### src/rtl/uart_pkg.sv
// Shared UART definitions: FSM state encoding and frame geometry.
// Used by both the parity transmitter and the parity checker.
package uart_pkg;

    typedef enum logic [2:0] {
        IDLE   = 3'd0,
        START  = 3'd1,
        DATA   = 3'd2,
        PARITY = 3'd3,
        STOP   = 3'd4
    } state_t;

    localparam int FRAME_BITS = 11;
    localparam int DATA_BITS  = 8;

endpackage

### src/rtl/uart_parity_tx_if.sv
// Byte-level valid/ready handshake into the UART transmitter.
// The master drives data/valid; the slave returns ready, which is high only when idle.
interface uart_parity_tx_if;
    import uart_pkg::*;

    logic [DATA_BITS-1:0] tx_data;
    logic                 tx_valid;
    logic                 tx_ready;

    modport master (output tx_data, output tx_valid, input tx_ready);
    modport slave  (input tx_data, input tx_valid, output tx_ready);
endinterface

### src/rtl/uart_parity_tx_parity_gen.sv
// Combinational parity bit for one data byte; zero latency, no flow control.
// The checker side instantiates the same module so both ends agree on polarity.
module parity_gen
    import uart_pkg::*;
#(
    parameter int PARITY_ODD = 0
) (
    input  logic [DATA_BITS-1:0] data_i,
    output logic                 parity_o
);
    assign parity_o = (^data_i) ^ (PARITY_ODD != 0);
endmodule

### src/rtl/uart_parity_tx.sv
// UART frame serializer (start, 8 data LSB-first, parity, stop); line goes low 1 cycle after accept.
// Ready only in IDLE: requests during a frame are ignored, nothing is queued.
module uart_parity_tx
    import uart_pkg::*;
#(
    parameter int CLKS_PER_BIT = 16,
    parameter int PARITY_ODD   = 0
) (
    input  logic                 clk,
    input  logic                 rst,
    uart_parity_tx_if.slave      tx,
    output logic                 tx_serial,
    output logic                 tx_busy,
    output logic [DATA_BITS:0]   tx_frame,
    output logic                 tx_done
);
    localparam int BW = $clog2(CLKS_PER_BIT);
    localparam logic [BW-1:0] BAUD_LAST = BW'(CLKS_PER_BIT - 1);
    localparam logic [BW-1:0] BAUD_PRE  = BW'(CLKS_PER_BIT - 2);

    state_t               state_q;
    logic [BW-1:0]        baud_q;
    logic [2:0]           bit_q;
    logic [DATA_BITS-1:0] shift_q;
    logic [DATA_BITS:0]   frame_q;
    logic                 serial_q;
    logic                 ready_q;
    logic                 done_q;
    logic                 parity_d;
    logic                 bit_end;

    parity_gen #(.PARITY_ODD(PARITY_ODD)) u_parity (
        .data_i   (tx.tx_data),
        .parity_o (parity_d)
    );

    assign bit_end = (baud_q == BAUD_LAST);

    always_ff @(posedge clk) begin
        if (rst) begin
            state_q  <= IDLE;
            baud_q   <= '0;
            bit_q    <= '0;
            shift_q  <= '0;
            frame_q  <= '0;
            serial_q <= 1'b1;
            ready_q  <= 1'b1;
            done_q   <= 1'b0;
        end else begin
            done_q <= 1'b0;
            unique case (state_q)
                IDLE: begin
                    serial_q <= 1'b1;
                    if (tx.tx_valid && ready_q) begin
                        shift_q  <= tx.tx_data;
                        frame_q  <= {parity_d, tx.tx_data};
                        baud_q   <= '0;
                        bit_q    <= '0;
                        serial_q <= 1'b0;
                        ready_q  <= 1'b0;
                        state_q  <= START;
                    end
                end
                START: begin
                    if (bit_end) begin
                        baud_q   <= '0;
                        serial_q <= shift_q[0];
                        state_q  <= DATA;
                    end else begin
                        baud_q <= baud_q + 1'b1;
                    end
                end
                DATA: begin
                    if (bit_end) begin
                        baud_q <= '0;
                        if (bit_q == 3'd7) begin
                            serial_q <= frame_q[DATA_BITS];
                            state_q  <= PARITY;
                        end else begin
                            bit_q    <= bit_q + 3'd1;
                            shift_q  <= shift_q >> 1;
                            serial_q <= shift_q[1];
                        end
                    end else begin
                        baud_q <= baud_q + 1'b1;
                    end
                end
                PARITY: begin
                    if (bit_end) begin
                        baud_q   <= '0;
                        serial_q <= 1'b1;
                        state_q  <= STOP;
                    end else begin
                        baud_q <= baud_q + 1'b1;
                    end
                end
                STOP: begin
                    if (bit_end) begin
                        baud_q  <= '0;
                        ready_q <= 1'b1;
                        state_q <= IDLE;
                    end else begin
                        baud_q <= baud_q + 1'b1;
                        // Registered pulse: armed one cycle early so it lands on the last stop cycle.
                        if (baud_q == BAUD_PRE) done_q <= 1'b1;
                    end
                end
                default: state_q <= IDLE;
            endcase
        end
    end

    assign tx.tx_ready = ready_q;
    assign tx_busy     = ~ready_q;
    assign tx_serial   = serial_q;
    assign tx_frame    = frame_q;
    assign tx_done     = done_q;
endmodule

### src/flat_wrapper.sv
// flat-port wrapper written by rule: the top's interface ports become plain ports
module uart_parity_tx_flat import uart_pkg::*;
#(
    parameter int CLKS_PER_BIT = 16,
    parameter int PARITY_ODD   = 0
)
  (clk, rst, tx_serial, tx_busy, tx_frame, tx_done, tx_tx_data, tx_tx_valid, tx_tx_ready);
  uart_parity_tx_if tx_i ();
  input  logic clk;
  input  logic rst;
  output logic tx_serial;
  output logic tx_busy;
  output logic [DATA_BITS:0] tx_frame;
  output logic tx_done;
  input wire logic [$bits(tx_i.tx_data)-1:0] tx_tx_data;
  input wire logic [$bits(tx_i.tx_valid)-1:0] tx_tx_valid;
  output wire logic [$bits(tx_i.tx_ready)-1:0] tx_tx_ready;
  assign tx_i.tx_data = tx_tx_data;
  assign tx_i.tx_valid = tx_tx_valid;
  assign tx_tx_ready = tx_i.tx_ready;
  uart_parity_tx #(.CLKS_PER_BIT(CLKS_PER_BIT), .PARITY_ODD(PARITY_ODD)) u_core (.clk(clk), .rst(rst), .tx(tx_i), .tx_serial(tx_serial), .tx_busy(tx_busy), .tx_frame(tx_frame), .tx_done(tx_done));
endmodule
### config.mk
export PLATFORM = sky130hd
export DESIGN_NAME = uart_parity_tx_flat
export DESIGN_NICKNAME = d
export VERILOG_FILES = /design/src/rtl/uart_pkg.sv /design/src/rtl/uart_parity_tx_if.sv /design/src/rtl/uart_parity_tx_parity_gen.sv /design/src/rtl/uart_parity_tx.sv /design/src/flat_wrapper.sv
export SDC_FILE = /design/constraint.sdc
export NUM_CORES = 1
export LEC_CHECK = 0
export CORE_ASPECT_RATIO = 0.5
export CORE_MARGIN = 4
export CORE_UTILIZATION = 50
export CTS_CLUSTER_SIZE = 12
export DETAILED_ROUTE_END_ITERATION = 10
export MAX_ROUTING_LAYER = met4
export PLACE_DENSITY = 0.87
export SETUP_SLACK_MARGIN = 0.02
export SKIP_CTS_REPAIR_TIMING = 1
export SYNTH_ARGS = -nofsm -noshare
export SYNTH_HDL_FRONTEND = slang
export SYNTH_SLANG_ARGS = --single-unit
### constraint.sdc
create_clock -name clk -period 3.1 [get_ports clk]
set_clock_uncertainty 0.1 [all_clocks]
set_input_delay 0.31 -clock clk [delete_from_list [all_inputs] [get_ports clk]]
set_output_delay 0.31 -clock clk [all_outputs]
set_load 0.03 [all_outputs]
==> summary.md <==
| Metric | Value |
|---|---|
| Syn Nets | ~170 |
| Largest net degree at the start of global routing | 21 |
| Setup TNS Final | 0 ns |
| Max stage delay cell, worst path | dfxtp_1 |
| ANT nets after route | 0 |
| All-Layer GR Usage | 0.188 |
| Non-Filler Instances | around 220 |
| DRT iter0 DRCs | 69 |
| FILL cells | 210 |
| Final setup viols | 0 |
| CP peak stage delay | approximately 0.40 ns |
| Nets | 196 |
| Synthesis-to-layout area growth | 21.3% |
| Fmax | about 520 MHz |
| Worst Setup EP | u_core.shift_q[2] |
| Unrepaired setup endpoints after global routing | false |
| Worst VDD drop | 0.279 mV |
| Initial Util | 0.542 |
| Post-route clock period utilization | 0.616 |
| Largest delay share family, worst path | simple AND/OR/NAND/NOR gates |
| CP Cell Sequence | ha_1, nand4_2, o22ai_2, and2_1, a211oi_1 |
| Synth Warn # | 0 |
| Core box area | approximately 2700 um2 |
| Yosys top cell by area | dfxtp_1 |
| Clock-pin slew on the worst setup and hold paths | about 0.060 ns |
| CP startpoint | u_core.baud_q[0] |
| Final Max Tran Viols | 0 |
| Crit path max fanout | 9 |
| Worst-skew pair later-pin latency | approximately 0.28 ns |
| HPWL Detailed | about 2200 um |
| CP Data Required Time | 3.14 ns |
| Endpoints failing hold | 0 |
| Type of the tightest min-delay check | register to register |
| First-pass GRT wire length | around 5400 um |
| Global route overflow | 0 |
| Endpoint type of the worst setup path | register |
| Most frequent cells in the layout | dfxtp_1, clkdlybuf4s50_1, a21oi_1, nand2_1 |
| Syn Std Cell Area | around 1500 um2 |
| CTS buffer count | 5 |
| Pwr per Cell Area | between 400 and 500 nW/um2 |
| RR Endpoint | u_core.shift_q[2] |
| Final Critical Period | between 1.5 and 2 ns |
| Mean Syn Cell Area | between 9 and 10 um2 |
| Critical Path AT | about 2 ns |
| DRT Wirelength | between 3000 and 4000 um |
| Startpoint types | register |
| Worst path bufs/invs | 0 |
| Commonest non-fill, non-tap cell in the layout | dfxtp_1 |
| Ant. Diodes | 0 |
| WHS | roughly 0.35 ns |
| Vias in the first global route | 1,175 |
| Die W | 84.5 um |
| Critical Path Stages | 5 |
| IO Pins | 24 |
| Die H | around 46 um |
| DR vias | 1,222 |
| Flop-to-flop setup slack | around 1.2 ns |
| R2R cell count | 5 |
| Register area share after synthesis | 0.410 |
| Port-buffer cells | 23 |
| Drt pass-1 iters | 5 |
| Max-cap check violation count | 0 |
| Flops & latches, synth | 30 |
| Final GP Congestion | 0.743 |
| Synth top area cells | dfxtp_1, a21oi_1, mux2i_1, nand2_1, xnor2_1 |
| Worst Tran Pin Value | 0.496 ns |
| Root buf cell | clkbuf_8 |
| Full die area | 3910 um2 |
| LEAKAGE | around 0.64 nW |
| Synth top area share | 0.410 |
| Wirelength per Cell | around 14 um |
| Status | finished clean |
| CTS tree | done |
| Post-Synthesis Cells | 159 |
| # placed instances | roughly 210 |
| Max Buffers Root-to-Sink | 2 |
| Type of the worst setup path | register to register |
| H-tree levels | 2 |
| Yosys cell types | between 40 and 50 |
| Initial antenna violation count | 0 |
| R2R Path Start | u_core.baud_q[0] |
| DRC | 0 |
| CTS Sinks | 30 |
| Max_slew headroom | 0.668 |
| Vias/cell | 5.63 |
| Floorplan row count | 13 |
| Share of cells above drive strength 1 | 0.106 |
## final cells by class
type | count | area [um2] | area share
Clock buffer | 6 | 82.6 | 0.0465
Inverter | 3 | 11.3 | 0.00634
Multi-Input combinational cell | 115 | 782 | 0.440
Sequential cell | 30 | 601 | 0.338
Tap cell | 37 | 46.3 | 0.0261
Timing Repair Buffer | 26 | 253 | 0.142
## worst min-delay path by stage
stage / end / from / cells after the start
finish: u_core.tx_frame[4] / u_core.tx_frame[4] / 2
global route: u_core.tx_frame[5] / u_core.tx_frame[5] / 2
CTS: u_core.tx_frame[0] / u_core.tx_frame[0] / 2
detailed placement: u_core.tx_frame[0] / u_core.tx_frame[0] / 2
global placement: u_core.tx_frame[0] / u_core.tx_frame[0] / 2
floorplan: u_core.shift_q[7] / u_core.shift_q[7] / 2
## Yosys cell counts, drive strengths merged
cell,n
a311oi,2
inv,3
or2,1
and3,2
or3,4
xor2,2
o22ai,2
a31oi,1
nand3,3
a2111oi,1
nand2,22
nand4,1
o21bai,2
and2,1
buf,8
nor4,1
o21a,1
or4,1
nand3b,1
ha,4
xnor2,7
dfxtp,30
a21oi,22
nor3,4
o21ai,3
nand2b,1
nor2,3
nand4b,1
nor2b,1
mux2,1
mux2i,8
o32ai,1
a22o,2
clkbuf,3
and3b,1
a211oi,8
## cell families after synthesis
kind of cell	count (synthesis)	share of synthesized area
AND/OR/NAND/NOR	48	0.181
buffers and inverters	14	0.0556
XOR/XNOR	9	0.0538
AO/OA/AOI/OAI	45	0.203
flip-flops	30	0.410
adder cells (fa/ha/maj)	4	0.0342
multiplexers	9	0.0624
## metal layers
layer  vias to the layer above  part of all wire  track usage
li1                        611                 -            -
met3                         5             0.048       0.0643
met1                       578              0.48        0.223
met5                         -                 0            -
met2                        28              0.46        0.311
met4                         0             0.010       0.0568
## sequential cells by signal, summed over array words and instances (netlist names)
signal and cells:
u_core.shift_q 8, u_core.baud_q 4, u_core.bit_q 3, u_core.tx_frame 9, u_core.tx_done 1, u_core.state_q 3, u_core.tx_serial 1, u_core.tx.tx_ready 1
## worst register-to-register path: stages, from the launching register on
cell      delay (ns)
dfxtp_1         0.40
ha_1            0.25
nand4_2         0.20
o22ai_2         0.34
and2_1          0.36
a211oi_1        0.13
## report_power, final
part	switching (mW)	internal [mW]	total [mW]
clock	0.131	0.171	0.302
combinational	0.0856	0.0712	0.157
sequential	0.0180	0.408	0.426
## metrics by stage
stage               setup slack (ns)  cell area, um2  power, mW   util
floorplan                       1.45            1460      0.536      -
finish                          1.19            1780      0.884  0.658
CTS                             1.19            1780      0.896  0.658
global route                    1.00            1780      0.934  0.658
detailed placement              1.11            1690      0.590  0.627
global placement                1.18            1690      0.584  0.627
(Power assumes the default switching activity.)
